==> src/rtl/change_payout_ctrl_pkg.sv <==
// Shared definitions for the change payout controller: coin values,
// FSM state type, coin selector type and the debug snapshot struct.
package vend_pkg;

  localparam int AMT_W_DEF = 8;

  localparam int COIN_5  = 5;
  localparam int COIN_10 = 10;
  localparam int COIN_25 = 25;

  typedef enum logic [2:0] {
    ST_IDLE     = 3'd0,
    ST_SELECT   = 3'd1,
    ST_EJECT    = 3'd2,
    ST_WAIT_ACK = 3'd3,
    ST_FINISH   = 3'd4,
    ST_FAULT    = 3'd5
  } state_t;

  typedef enum logic [1:0] {
    COIN_NONE = 2'd0,
    COIN_Q    = 2'd1,   // 25c
    COIN_D    = 2'd2,   // 10c
    COIN_N    = 2'd3    // 5c
  } coin_t;

  // Debug snapshot: FSM state, coin in flight and tube full/empty flags
  // ordered {25, 10, 5}.
  typedef struct packed {
    state_t     state;
    coin_t      coin;
    logic [2:0] tube_full;
    logic [2:0] tube_empty;
  } dbg_t;

  function automatic int coin_value(coin_t c);
    case (c)
      COIN_Q:  return COIN_25;
      COIN_D:  return COIN_10;
      COIN_N:  return COIN_5;
      default: return 0;
    endcase
  endfunction

endpackage

==> src/rtl/change_payout_ctrl_if.sv <==
// Request/result channel between the vend FSM (master) and the payout
// controller (slave).
// Handshake: a request transfers on a rising clk edge where req_valid and
// req_ready are both high; req_amount must be stable while req_valid is
// high. req_valid seen while req_ready is low is ignored, not queued.
// done is a one-cycle pulse; paid_out/shortfall are valid with it and held.
interface change_payout_ctrl_if #(
  parameter int AMT_W = 8
);
  logic             req_valid;
  logic [AMT_W-1:0] req_amount;
  logic             req_ready;
  logic             done;
  logic [AMT_W-1:0] paid_out;
  logic [AMT_W-1:0] shortfall;

  modport master (
    output req_valid, req_amount,
    input  req_ready, done, paid_out, shortfall
  );

  modport slave (
    input  req_valid, req_amount,
    output req_ready, done, paid_out, shortfall
  );
endinterface

==> src/rtl/change_payout_ctrl_tube.sv <==
// Saturating coin tube inventory counter. inc and dec together leave the
// count unchanged (a coin in and a coin out of the same tube).
module coin_tube_counter #(
  parameter int CNT_W = 5,
  parameter int MAX   = 31
) (
  input  logic             clk,
  input  logic             rst,
  input  logic             inc,
  input  logic             dec,
  output logic [CNT_W-1:0] count,
  output logic             full,
  output logic             empty
);

  assign full  = (count == CNT_W'(MAX));
  assign empty = (count == '0);

  // Count register: saturate at MAX on refill, never go below zero.
  always_ff @(posedge clk or posedge rst) begin
    if (rst) begin
      count <= '0;
    end else if (inc && !dec && !full) begin
      count <= count + CNT_W'(1);
    end else if (dec && !inc && !empty) begin
      count <= count - CNT_W'(1);
    end
  end

endmodule

==> src/rtl/change_payout_ctrl.sv <==
// Change payout controller: accepts a change amount, ejects coins greedily
// (25c, 10c, 5c) one at a time waiting for the hopper drop sensor, tracks
// tube inventory and latches a sticky fault when the hopper stalls.
// Optional feature macro: EXACT_CHANGE_LAMP_EN adds the exact_only output.
module change_payout_ctrl
  import vend_pkg::*;
#(
  parameter int AMT_W       = AMT_W_DEF,
  parameter int CNT_W       = 5,
  parameter int TUBE_MAX    = 31,
  parameter int ACK_TIMEOUT = 200
) (
  input  logic               clk,
  input  logic               rst,
  change_payout_ctrl_if.slave req,
  output logic               eject_25,
  output logic               eject_10,
  output logic               eject_5,
  input  logic               hopper_ack,
  input  logic               refill_25,
  input  logic               refill_10,
  input  logic               refill_5,
  output logic [CNT_W-1:0]   cnt_25,
  output logic [CNT_W-1:0]   cnt_10,
  output logic [CNT_W-1:0]   cnt_5,
  output logic               busy,
  output logic               fault,
  input  logic               fault_clr,
`ifdef EXACT_CHANGE_LAMP_EN
  output logic               exact_only,
`endif
  output dbg_t               dbg
);

  localparam int TMR_W = $clog2(ACK_TIMEOUT + 1);
  localparam logic [TMR_W-1:0] TMR_LAST = TMR_W'(ACK_TIMEOUT - 1);

  state_t           state, state_next;
  coin_t            coin_sel, sel_next;
  logic [AMT_W-1:0] remaining, paid, paid_out_q, shortfall_q, coin_amt;
  logic [TMR_W-1:0] timer;
  logic             done_q;

  logic accept, load_sel, ack_take, to_fault, to_finish;
  logic full_25, full_10, full_5, empty_25, empty_10, empty_5;
  logic avail_25, avail_10, avail_5;

  assign coin_amt = AMT_W'(coin_value(coin_sel));

  // A coin is usable only if it fits in what is left and the tube has stock,
  // so remaining can never underflow.
  assign avail_25 = (remaining >= AMT_W'(COIN_25)) && !empty_25;
  assign avail_10 = (remaining >= AMT_W'(COIN_10)) && !empty_10;
  assign avail_5  = (remaining >= AMT_W'(COIN_5))  && !empty_5;

  // State register.
  always_ff @(posedge clk or posedge rst) begin
    if (rst) state <= ST_IDLE;
    else     state <= state_next;
  end

  // Next-state decode, eject strobes and datapath control pulses.
  always_comb begin
    state_next = state;
    sel_next   = COIN_NONE;
    accept     = 1'b0;
    load_sel   = 1'b0;
    ack_take   = 1'b0;
    to_fault   = 1'b0;
    to_finish  = 1'b0;
    eject_25   = 1'b0;
    eject_10   = 1'b0;
    eject_5    = 1'b0;
    case (state)
      ST_IDLE: begin
        if (req.req_valid && !fault) begin
          accept     = 1'b1;
          state_next = ST_SELECT;
        end
      end
      ST_SELECT: begin
        load_sel = 1'b1;
        if (avail_25)      sel_next = COIN_Q;
        else if (avail_10) sel_next = COIN_D;
        else if (avail_5)  sel_next = COIN_N;
        if (sel_next != COIN_NONE) begin
          state_next = ST_EJECT;
        end else begin
          to_finish  = 1'b1;
          state_next = ST_FINISH;
        end
      end
      ST_EJECT: begin
        eject_25   = (coin_sel == COIN_Q);
        eject_10   = (coin_sel == COIN_D);
        eject_5    = (coin_sel == COIN_N);
        state_next = ST_WAIT_ACK;
      end
      ST_WAIT_ACK: begin
        if (hopper_ack) begin
          ack_take   = 1'b1;
          state_next = ST_SELECT;
        end else if (timer >= TMR_LAST) begin
          to_fault   = 1'b1;
          state_next = ST_FAULT;
        end
      end
      ST_FINISH: begin
        state_next = ST_IDLE;
      end
      ST_FAULT: begin
        if (fault_clr) state_next = ST_IDLE;
      end
      default: begin
        state_next = ST_IDLE;
      end
    endcase
  end

  // Payout datapath: remaining/paid accumulation, ack timer, result latch,
  // done pulse and sticky fault.
  always_ff @(posedge clk or posedge rst) begin
    if (rst) begin
      remaining   <= '0;
      paid        <= '0;
      coin_sel    <= COIN_NONE;
      timer       <= '0;
      paid_out_q  <= '0;
      shortfall_q <= '0;
      done_q      <= 1'b0;
      fault       <= 1'b0;
    end else begin
      done_q <= to_finish || to_fault;
      if (accept) begin
        remaining <= req.req_amount;
        paid      <= '0;
      end
      if (load_sel) coin_sel <= sel_next;
      if (state == ST_EJECT)         timer <= '0;
      else if (state == ST_WAIT_ACK) timer <= timer + TMR_W'(1);
      if (ack_take) begin
        remaining <= remaining - coin_amt;
        paid      <= paid + coin_amt;
      end
      if (to_finish || to_fault) begin
        paid_out_q  <= paid;
        shortfall_q <= remaining;
      end
      if (to_fault)                             fault <= 1'b1;
      else if (state == ST_FAULT && fault_clr)  fault <= 1'b0;
    end
  end

  coin_tube_counter #(.CNT_W(CNT_W), .MAX(TUBE_MAX)) u_tube_25 (
    .clk   (clk),
    .rst   (rst),
    .inc   (refill_25),
    .dec   (ack_take && (coin_sel == COIN_Q)),
    .count (cnt_25),
    .full  (full_25),
    .empty (empty_25)
  );

  coin_tube_counter #(.CNT_W(CNT_W), .MAX(TUBE_MAX)) u_tube_10 (
    .clk   (clk),
    .rst   (rst),
    .inc   (refill_10),
    .dec   (ack_take && (coin_sel == COIN_D)),
    .count (cnt_10),
    .full  (full_10),
    .empty (empty_10)
  );

  coin_tube_counter #(.CNT_W(CNT_W), .MAX(TUBE_MAX)) u_tube_5 (
    .clk   (clk),
    .rst   (rst),
    .inc   (refill_5),
    .dec   (ack_take && (coin_sel == COIN_N)),
    .count (cnt_5),
    .full  (full_5),
    .empty (empty_5)
  );

`ifdef EXACT_CHANGE_LAMP_EN
  // Lamp is lit when small change cannot be made: no nickels, or no dimes
  // and fewer than four nickels. Lit out of reset since all tubes are empty.
  always_ff @(posedge clk or posedge rst) begin
    if (rst) exact_only <= 1'b1;
    else     exact_only <= (cnt_5 == '0) || ((cnt_10 == '0) && (cnt_5 < CNT_W'(4)));
  end
`endif

  assign busy          = (state != ST_IDLE);
  assign req.req_ready = (state == ST_IDLE) && !fault;
  assign req.done      = done_q;
  assign req.paid_out  = paid_out_q;
  assign req.shortfall = shortfall_q;

  assign dbg.state      = state;
  assign dbg.coin       = coin_sel;
  assign dbg.tube_full  = {full_25, full_10, full_5};
  assign dbg.tube_empty = {empty_25, empty_10, empty_5};

endmodule

==> src/flat_wrapper.sv <==
// flat-port wrapper written by rule: the top's interface ports become plain ports
module change_payout_ctrl_flat import vend_pkg::*;
#(
  parameter int AMT_W       = AMT_W_DEF,
  parameter int CNT_W       = 5,
  parameter int TUBE_MAX    = 31,
  parameter int ACK_TIMEOUT = 200
)
  (clk, rst, eject_25, eject_10, eject_5, hopper_ack, refill_25, refill_10, refill_5, cnt_25, cnt_10, cnt_5, busy, fault, fault_clr, dbg, req_req_valid, req_req_amount, req_req_ready, req_done, req_paid_out, req_shortfall);
  change_payout_ctrl_if #(.AMT_W(AMT_W)) req_i ();
  input  logic clk;
  input  logic rst;
  output logic eject_25;
  output logic eject_10;
  output logic eject_5;
  input  logic hopper_ack;
  input  logic refill_25;
  input  logic refill_10;
  input  logic refill_5;
  output logic [CNT_W-1:0] cnt_25;
  output logic [CNT_W-1:0] cnt_10;
  output logic [CNT_W-1:0] cnt_5;
  output logic busy;
  output logic fault;
  input  logic fault_clr;
  output dbg_t dbg;
  input wire logic [$bits(req_i.req_valid)-1:0] req_req_valid;
  input wire logic [$bits(req_i.req_amount)-1:0] req_req_amount;
  output wire logic [$bits(req_i.req_ready)-1:0] req_req_ready;
  output wire logic [$bits(req_i.done)-1:0] req_done;
  output wire logic [$bits(req_i.paid_out)-1:0] req_paid_out;
  output wire logic [$bits(req_i.shortfall)-1:0] req_shortfall;
  assign req_i.req_valid = req_req_valid;
  assign req_i.req_amount = req_req_amount;
  assign req_req_ready = req_i.req_ready;
  assign req_done = req_i.done;
  assign req_paid_out = req_i.paid_out;
  assign req_shortfall = req_i.shortfall;
  change_payout_ctrl #(.AMT_W(AMT_W), .CNT_W(CNT_W), .TUBE_MAX(TUBE_MAX), .ACK_TIMEOUT(ACK_TIMEOUT)) u_core (.clk(clk), .rst(rst), .req(req_i), .eject_25(eject_25), .eject_10(eject_10), .eject_5(eject_5), .hopper_ack(hopper_ack), .refill_25(refill_25), .refill_10(refill_10), .refill_5(refill_5), .cnt_25(cnt_25), .cnt_10(cnt_10), .cnt_5(cnt_5), .busy(busy), .fault(fault), .fault_clr(fault_clr), .dbg(dbg));
endmodule
==> config.mk <==
export PLATFORM = sky130hd
export DESIGN_NAME = change_payout_ctrl_flat
export DESIGN_NICKNAME = d
export VERILOG_FILES = /design/src/rtl/change_payout_ctrl_pkg.sv /design/src/rtl/change_payout_ctrl_if.sv /design/src/rtl/change_payout_ctrl_tube.sv /design/src/rtl/change_payout_ctrl.sv /design/src/flat_wrapper.sv
export SDC_FILE = /design/constraint.sdc
export NUM_CORES = 1
export LEC_CHECK = 0
export ABC_CLOCK_PERIOD_IN_PS = 3650
export CELL_PAD_IN_SITES_DETAIL_PLACEMENT = 2
export CELL_PAD_IN_SITES_GLOBAL_PLACEMENT = 2
export CORE_MARGIN = 2
export CORE_UTILIZATION = 34
export CTS_CLUSTER_DIAMETER = 40
export CTS_CLUSTER_SIZE = 14
export DETAILED_ROUTE_END_ITERATION = 8
export GPL_TIMING_DRIVEN = 1
export PLACE_DENSITY_LB_ADDON = 0.25
export REMOVE_ABC_BUFFERS = 1
export SYNTH_ARGS = -nofsm -noshare
export SYNTH_HDL_FRONTEND = slang
export SYNTH_HIERARCHICAL = 1
export SYNTH_SLANG_ARGS = --single-unit
==> constraint.sdc <==
create_clock -name clk -period 3.65 [get_ports clk]
set_input_delay 0.73 -clock clk [delete_from_list [all_inputs] [get_ports clk]]
set_output_delay 0.73 -clock clk [all_outputs]
set_load 0.005 [all_outputs]
==> results of run 1 <==
-- logic make-up (layout without fill, tap and decap cells) --
logic type	count (synthesis)	count (layout)	share of synthesized area, %
flops	62	62	40.12
mux	24	24	7.506
simple gates	122	122	16.89
buf+inv	37	107	4.820
compound gates	77	77	16.01
xor+xnor	19	19	4.303
fa+ha+maj	29	29	10.35
-- worst register-to-register path: stages, from the launching register on --
cell      delay, ns
dfrtp_1        0.44
nor2b_1        0.39
buf_4          0.22
nand3_1        0.17
nor2_1         0.20
nand2b_1       0.15
o21bai_4       0.19
ha_1           0.33
a21o_1         0.18
a21oi_1        0.17
mux2i_1        0.24
xor2_1         0.16
-- metal layers --
layer	GRT usage, %	vias to the layer above	share of wire [%]
li1	-	1440	-
met1	24.83	1562	47
met2	32.97	45	50
met3	3.827	11	2.2
met4	5.583	0	1.0
met5	0	-	0
-- stage by stage --
| step | area (sq um) | utilization, % |
|---|---|---|
| detailed placement | 4629 | 42.15 |
| finish | 4931 | 44.90 |
| floorplan | 3764 | - |
| CTS | 4931 | 44.90 |
| global route | 4931 | 44.90 |
| global placement | 4629 | 42.15 |
-- sequential cells by signal (all words and copies together), names as in the netlist --
register / flops
u_core/fault: 1
u_core/u_tube_10/count: 5
u_core/remaining: 8
u_core/state: 3
u_core/req.paid_out: 8
u_core/req.done: 1
u_core/timer: 8
u_core/u_tube_25/count: 5
u_core/req.shortfall: 8
u_core/u_tube_5/count: 5
u_core/paid: 8
u_core/coin_sel: 2
-- cells in the final DEF (no fill, tap or decap), types with 6 or more instances in the layout --
cell type and n:
clkdlybuf4s50_1 64, dfrtp_1 62, nand2_1 28, ha_1 24, nor2_1 23, inv_1 21, nand3_1 17, a21oi_1 13
nor2b_1 12, o21ai_0 12, xor2_1 11, clkbuf_16 9, xnor2_1 8, a21o_1 8, mux2i_1 8, nor3_1 8
mux2_4 8, mux2_2 8, nand2b_1 6, a2bb2oi_1 6
-- final cells by class --
cell class              instances  area, sq um
repair buffers                 69        690.7
flip-flops and latches         62         1551
clock buffers                  12        256.5
well taps                     140        175.2
multi-input cells             271         2130
clock inverters                 4        45.04
inverters                      22        82.58
fillers                      1160         6052
-- where the power goes --
part | switching, mW | internal (mW)
logic | 1.01 | 1.13
clock network | 0.308 | 0.562
registers | 0.410 | 0.957
-- how the worst min path moves through the flow --
| stage | start | cells past startpoint | end |
|---|---|---|---|
| 6_report | u_core/paid[7] | 1 | u_core/paid[7] |
| 5_1_grt | u_core/req.paid_out[6] | 1 | u_core/req.paid_out[6] |
| 4_1_cts | u_core/paid[7] | 1 | u_core/paid[7] |
| 3_3_place_gp | u_core/paid[7] | 1 | u_core/paid[7] |
| 3_5_place_dp | u_core/req.paid_out[5] | 1 | u_core/req.paid_out[5] |
| 2_1_floorplan | u_core/paid[7] | 1 | u_core/paid[7] |
==> metrics, run 1 <==
Initial Util=35.21%; CP max FO=6; prevailing post-synth register cell=dfrtp_1; Area Overhead vs Synth=27.50%; detailed-route via count=3058; CP max stage cell=clkdlybuf4s50_1; IO Count=between 60 and 70; Reg2Reg Setup Slack=around 0.74 ns; Placed Cells incl. Taps=between 500 and 600; TNS Setup=0 ns; CP delay by family, top=simple AND/OR/NAND/NOR gates; crit path kind=reg -> out; Worst VDD drop=~0.00033 V; Worst-Margin Slew=between 0.6 and 0.7 ns; Finished Layout Cells=580; input/output buffers=64; RR Startpoint=u_core/state[1]; Total Power=around 4.4 mW; first-pass GRT wire length=around 19 mm; Clock transition at path regs=~0.05 ns; Core Area=roughly 11000 sq um; launch point of the worst path=u_core/u_tube_5/count[0]; status=completed; drt pass-1 iters=4; Die X-Extent=between 100 and 150 um; CTS hold repair buffers=0; Max-Slew Margin vs Limit=57.20%; initial antenna violation count=0; Starting DRT DRC Count=121; final cycle utilization of the critical path=between 80 and 90%; total congestion overflow=0; final worst setup slack=~0.66 ns; CTS H-tree depth=3; synth unique cells=56; Levels on crit path=3; critical-path cell list=or4_4 -> nor2_1 -> clkdlybuf4s50_1; synth cell count leaders=62 x dfrtp_1, 28 x nand2_1, 24 x ha_1; Yosys top cell by area=dfrtp_1; Synth top area share=about 40%; Worst Skew=a little under 0.009 ns; Lkg Pwr=2.209 nW; #FFs+latches synth=a little over 60; via/cell ratio=~5.3; post_cts resized=0; Avg Inst Size Synth=10.45 sq um; most frequent cell after synthesis=dfrtp_1; FFs w/ async S/R, synth=between 90% and 100%; Critical R2R Capture=u_core/u_tube_10/count[4]; Critical Path AT=2.26 ns; Nets=480; CTS tree=done; largest buffer count on any clock path=2; RSZ-0062 raised after global routing=no; Crit path largest cell delay=between 0.5 and 0.6 ns; achievable frequency=approximately 0.33 GHz; worst setup path end=dbg[0]; Mapped Cells=370; number of flops mapped to enable cells by yosys=0; Slew Viols, Final=0; Buf+Inv Stages, Crit Path=1; largest cells by area after synthesis=dfrtp_1 40%, ha_1 7.8%, mux2_4 3.1%; endpoints failing setup=0; post-synthesis cell area=between 3000 and 4000 sq um; clock sinks=just over 60; CTS root buf=clkbuf_16; Seq/Total Area, Yosys=about two fifths; max cap viols=0; vias in the first global route=3480; # rows=38; worst skew pair latency=approximately 0.33 ns; Die Height=110.7 um; CTS Buf Count=9; RD Place Congestion=between 0.8 and 0.9; pwr dens=roughly 890 nW/um^2; ANT nets after route=0; pin count of the biggest net entering global routing=between 40 and 50; Warnings, synthesis=6; drt total wl=approximately 11 mm; HP Class=reg -> reg; CP Launch Type=register; share of cells above drive strength 1=between 10% and 20%; DPL Wire Length=~8 mm; Tmin final=around 3 ns; Wirelength per Cell=approximately 19 um; Critical Path RT=between 2 and 3 ns; post-CTS setup buffer count=0; Die ar.=about 12000 sq um; Place WS=between 0.3 and 0.4 ns; CP Capture Type=primary output; Total GRT Usage=19.30%; # diodes=0; Worst Reg-to-Reg Cells=11; Residual DRC=0; WHS=0.5040 ns; Hold Fails Final Rpt=0
Power figures use the tool's default switching activity.
==> run 2, diff against run 1 <==
--- a/config.mk
+++ b/config.mk
@@ -5,7 +5,7 @@
 export SDC_FILE = /design/constraint.sdc
 export NUM_CORES = 1
 export LEC_CHECK = 0
-export ABC_CLOCK_PERIOD_IN_PS = 3650
+export ABC_CLOCK_PERIOD_IN_PS = 3110
 export CELL_PAD_IN_SITES_DETAIL_PLACEMENT = 2
 export CELL_PAD_IN_SITES_GLOBAL_PLACEMENT = 2
 export CORE_MARGIN = 2
==> constraint.sdc (replaced) <==
create_clock -name clk -period 3.11 [get_ports clk]
set_input_delay 0.622 -clock clk [delete_from_list [all_inputs] [get_ports clk]]
set_output_delay 0.622 -clock clk [all_outputs]
set_load 0.005 [all_outputs]
==> run 2 against run 1 <==
  * Routed wire length increased by 1.0%
  * Hold slack worse by 0.0084 ns
  * Largest cell class unchanged
  * Count of clock-buffer cells in the layout is the same
  * Register-to-register slack worse by 0.42 ns
  * Power up 19%
  * Design area grew 0.51%
  * Clock power grew 24%
  * Critical endpoint unchanged
  * Global-route usage grew 0.23 points
  * Sequential share of layout area shrank 0.16 points
  * Largest power group unchanged
==> metrics, run 2 (synthesis results as in run 1) <==
status=completed; CTS tree=done; Worst Skew=0.005683 ns (-0.003197 ns); # rows=38 (unchanged); Clock transition at path regs=0.05 ns (about the same); CP Launch Type=register; CP Capture Type=primary output; # diodes=0 (unchanged); detailed-route via count=3101 (+1.4%); Total Power=5.208 mW (+19%); Starting DRT DRC Count=115 (-5.0%); final worst setup slack=0.2544 ns (-0.4043 ns); Lkg Pwr=2.225 nW (+0.71%); Worst-Margin Slew=0.5850 ns (-0.04086 ns); clock sinks=62 (unchanged); Nets=483 (+0.63%); RSZ-0062 raised after global routing=no; DPL Wire Length=8.166 mm (+2.6%); leading cell type in the layout, fill and taps excluded=clkdlybuf4s50_1; initial antenna violation count=0 (unchanged); Design Area, Final=4956 sq um (+0.51%); Die Height=110.7 um (unchanged); Die X-Extent=110.7 um (unchanged); Hold Fails Final Rpt=0 (unchanged); Worst Reg-to-Reg Cells=11 (unchanged); CTS hold repair buffers=0 (unchanged); IO Count=65 (unchanged); Residual DRC=0 (unchanged); ANT nets after route=0 (unchanged); max cap viols=0 (unchanged); first-pass GRT wire length=19.00 mm (+0.81%); vias in the first global route=3554 (+2.1%); CTS root buf=clkbuf_16; post-CTS setup buffer count=0 (unchanged); fill cell total of the finished layout=1154 (-0.52%); total congestion overflow=0 (unchanged); hold depth=1 (unchanged); Worst VDD drop=0.0004743 V (+43%); drt pass-1 iters=4 (unchanged); share of cells above drive strength 1=13.77% (+0.36 points); Die ar.=12240 sq um (unchanged); Critical Path AT=2.23 ns (-0.03 ns); CTS H-tree depth=3 (unchanged); Tmin final=2.856 ns; Wirelength per Cell=19.21 um (+0.48%); Core Area=10980 sq um (unchanged); WHS=0.4956 ns (-0.008402 ns); placed instance area=4639 sq um (+0.22%); Total GRT Usage=19.53% (+0.23 points); Place WS=0.01407 ns (-0.3456 ns); pin count of the biggest net entering global routing=22 (-54%); Area Overhead vs Synth=28.15%; largest buffer count on any clock path=2 (unchanged); achievable frequency=about 0.35 GHz; RD Place Congestion=0.7913 (-2.5%); post_cts resized=0 (unchanged); Slew Viols, Final=0 (unchanged); final cycle utilization of the critical path=between 90% and 100%; input/output buffers=64 (unchanged); pwr dens=1051 nW/um^2 (+18%); Critical Path RT=2.49 ns (-0.43 ns); Initial Util=35.21% (unchanged); Max-Slew Margin vs Limit=59.99% (+2.8 points); endpoints failing setup=0 (unchanged); CP max FO=6 (unchanged); worst skew pair latency=0.34 ns (about the same); most frequent cells in the layout=64 x clkdlybuf4s50_1, 62 x dfrtp_1, 28 x nand2_1, 24 x ha_1, 23 x nor2_1; drt total wl=11.20 mm (+1.0%); TNS Setup=0 ns (unchanged); CTS Buf Count=9 (unchanged); HP Class=reg -> reg; crit path kind=reg -> out; via/cell ratio=5.319 (+0.88%)
-- run 2: cell count changes in the layout (fill, tap and decap cells not counted) --
cell / change
buf_12: -1
clkbuf_8: -1
buf_4: +4
clkbuf_1: +1
bufinv_16: +1
clkinv_2: -1
-- run 2: final cells by class --
class                           instances  area (sq um)  share of cell area, %
Clock buffer                           12         246.5                  4.973
Clock inverter                          4         70.07                  1.414
Inverter                               22         82.58                  1.666
Multi-Input combinational cell        271          2130                  42.97
Sequential cell                        62          1551                  31.31
Tap cell                              140         175.2                  3.534
Timing Repair Buffer                   72         700.7                  14.14
-- run 2: path summary, 6_finish.rpt --
| kind | slack, ns | startpoint | endpoint |
|---|---|---|---|
| max | 0.25 | u_core/u_tube_5/count[0] | dbg[0] |
| min | 0.50 | u_core/paid[7] | u_core/paid[7] |
| max reg2reg | 0.32 | u_core/coin_sel[0] | u_core/u_tube_10/count[4] |
| min reg2reg | 0.50 | u_core/paid[7] | u_core/paid[7] |
| max in group asynchronous | 1.74 | rst | u_core/timer[6] |
| min in group asynchronous | 0.62 | rst | u_core/u_tube_25/count[2] |
-- run 2: worst max-delay path: stages, from the launching register on --
cell and delay [ns]:
dfrtp_1 0.47, or4_4 0.57, nor2_1 0.28, clkdlybuf4s50_1 0.58
-- run 2: report_power, final --
part | total, mW | internal, mW | switching [mW]
Clock | 1.08 | 0.721 | 0.362
Combinational | 2.54 | 1.33 | 1.20
Sequential | 1.59 | 1.12 | 0.465
Total | 5.21 | 3.18 | 2.03
-- run 2: through the flow --
stage | std cells | util, %
finish | 583 | 45.12
global route | 583 | 45.12
CTS | 583 | 45.12
detailed placement | 567 | 42.24
global placement | 567 | 42.24
floorplan | 355 | -
-- run 2: per-layer routing --
layer | part of all wire (%) | vias up | GRT usage, %
li1 | - | 1448 | -
met1 | 45 | 1589 | 24.53
met2 | 51 | 49 | 33.82
met3 | 2.9 | 15 | 4.046
met4 | 1.4 | 0 | 5.833
met5 | 0 | - | 0
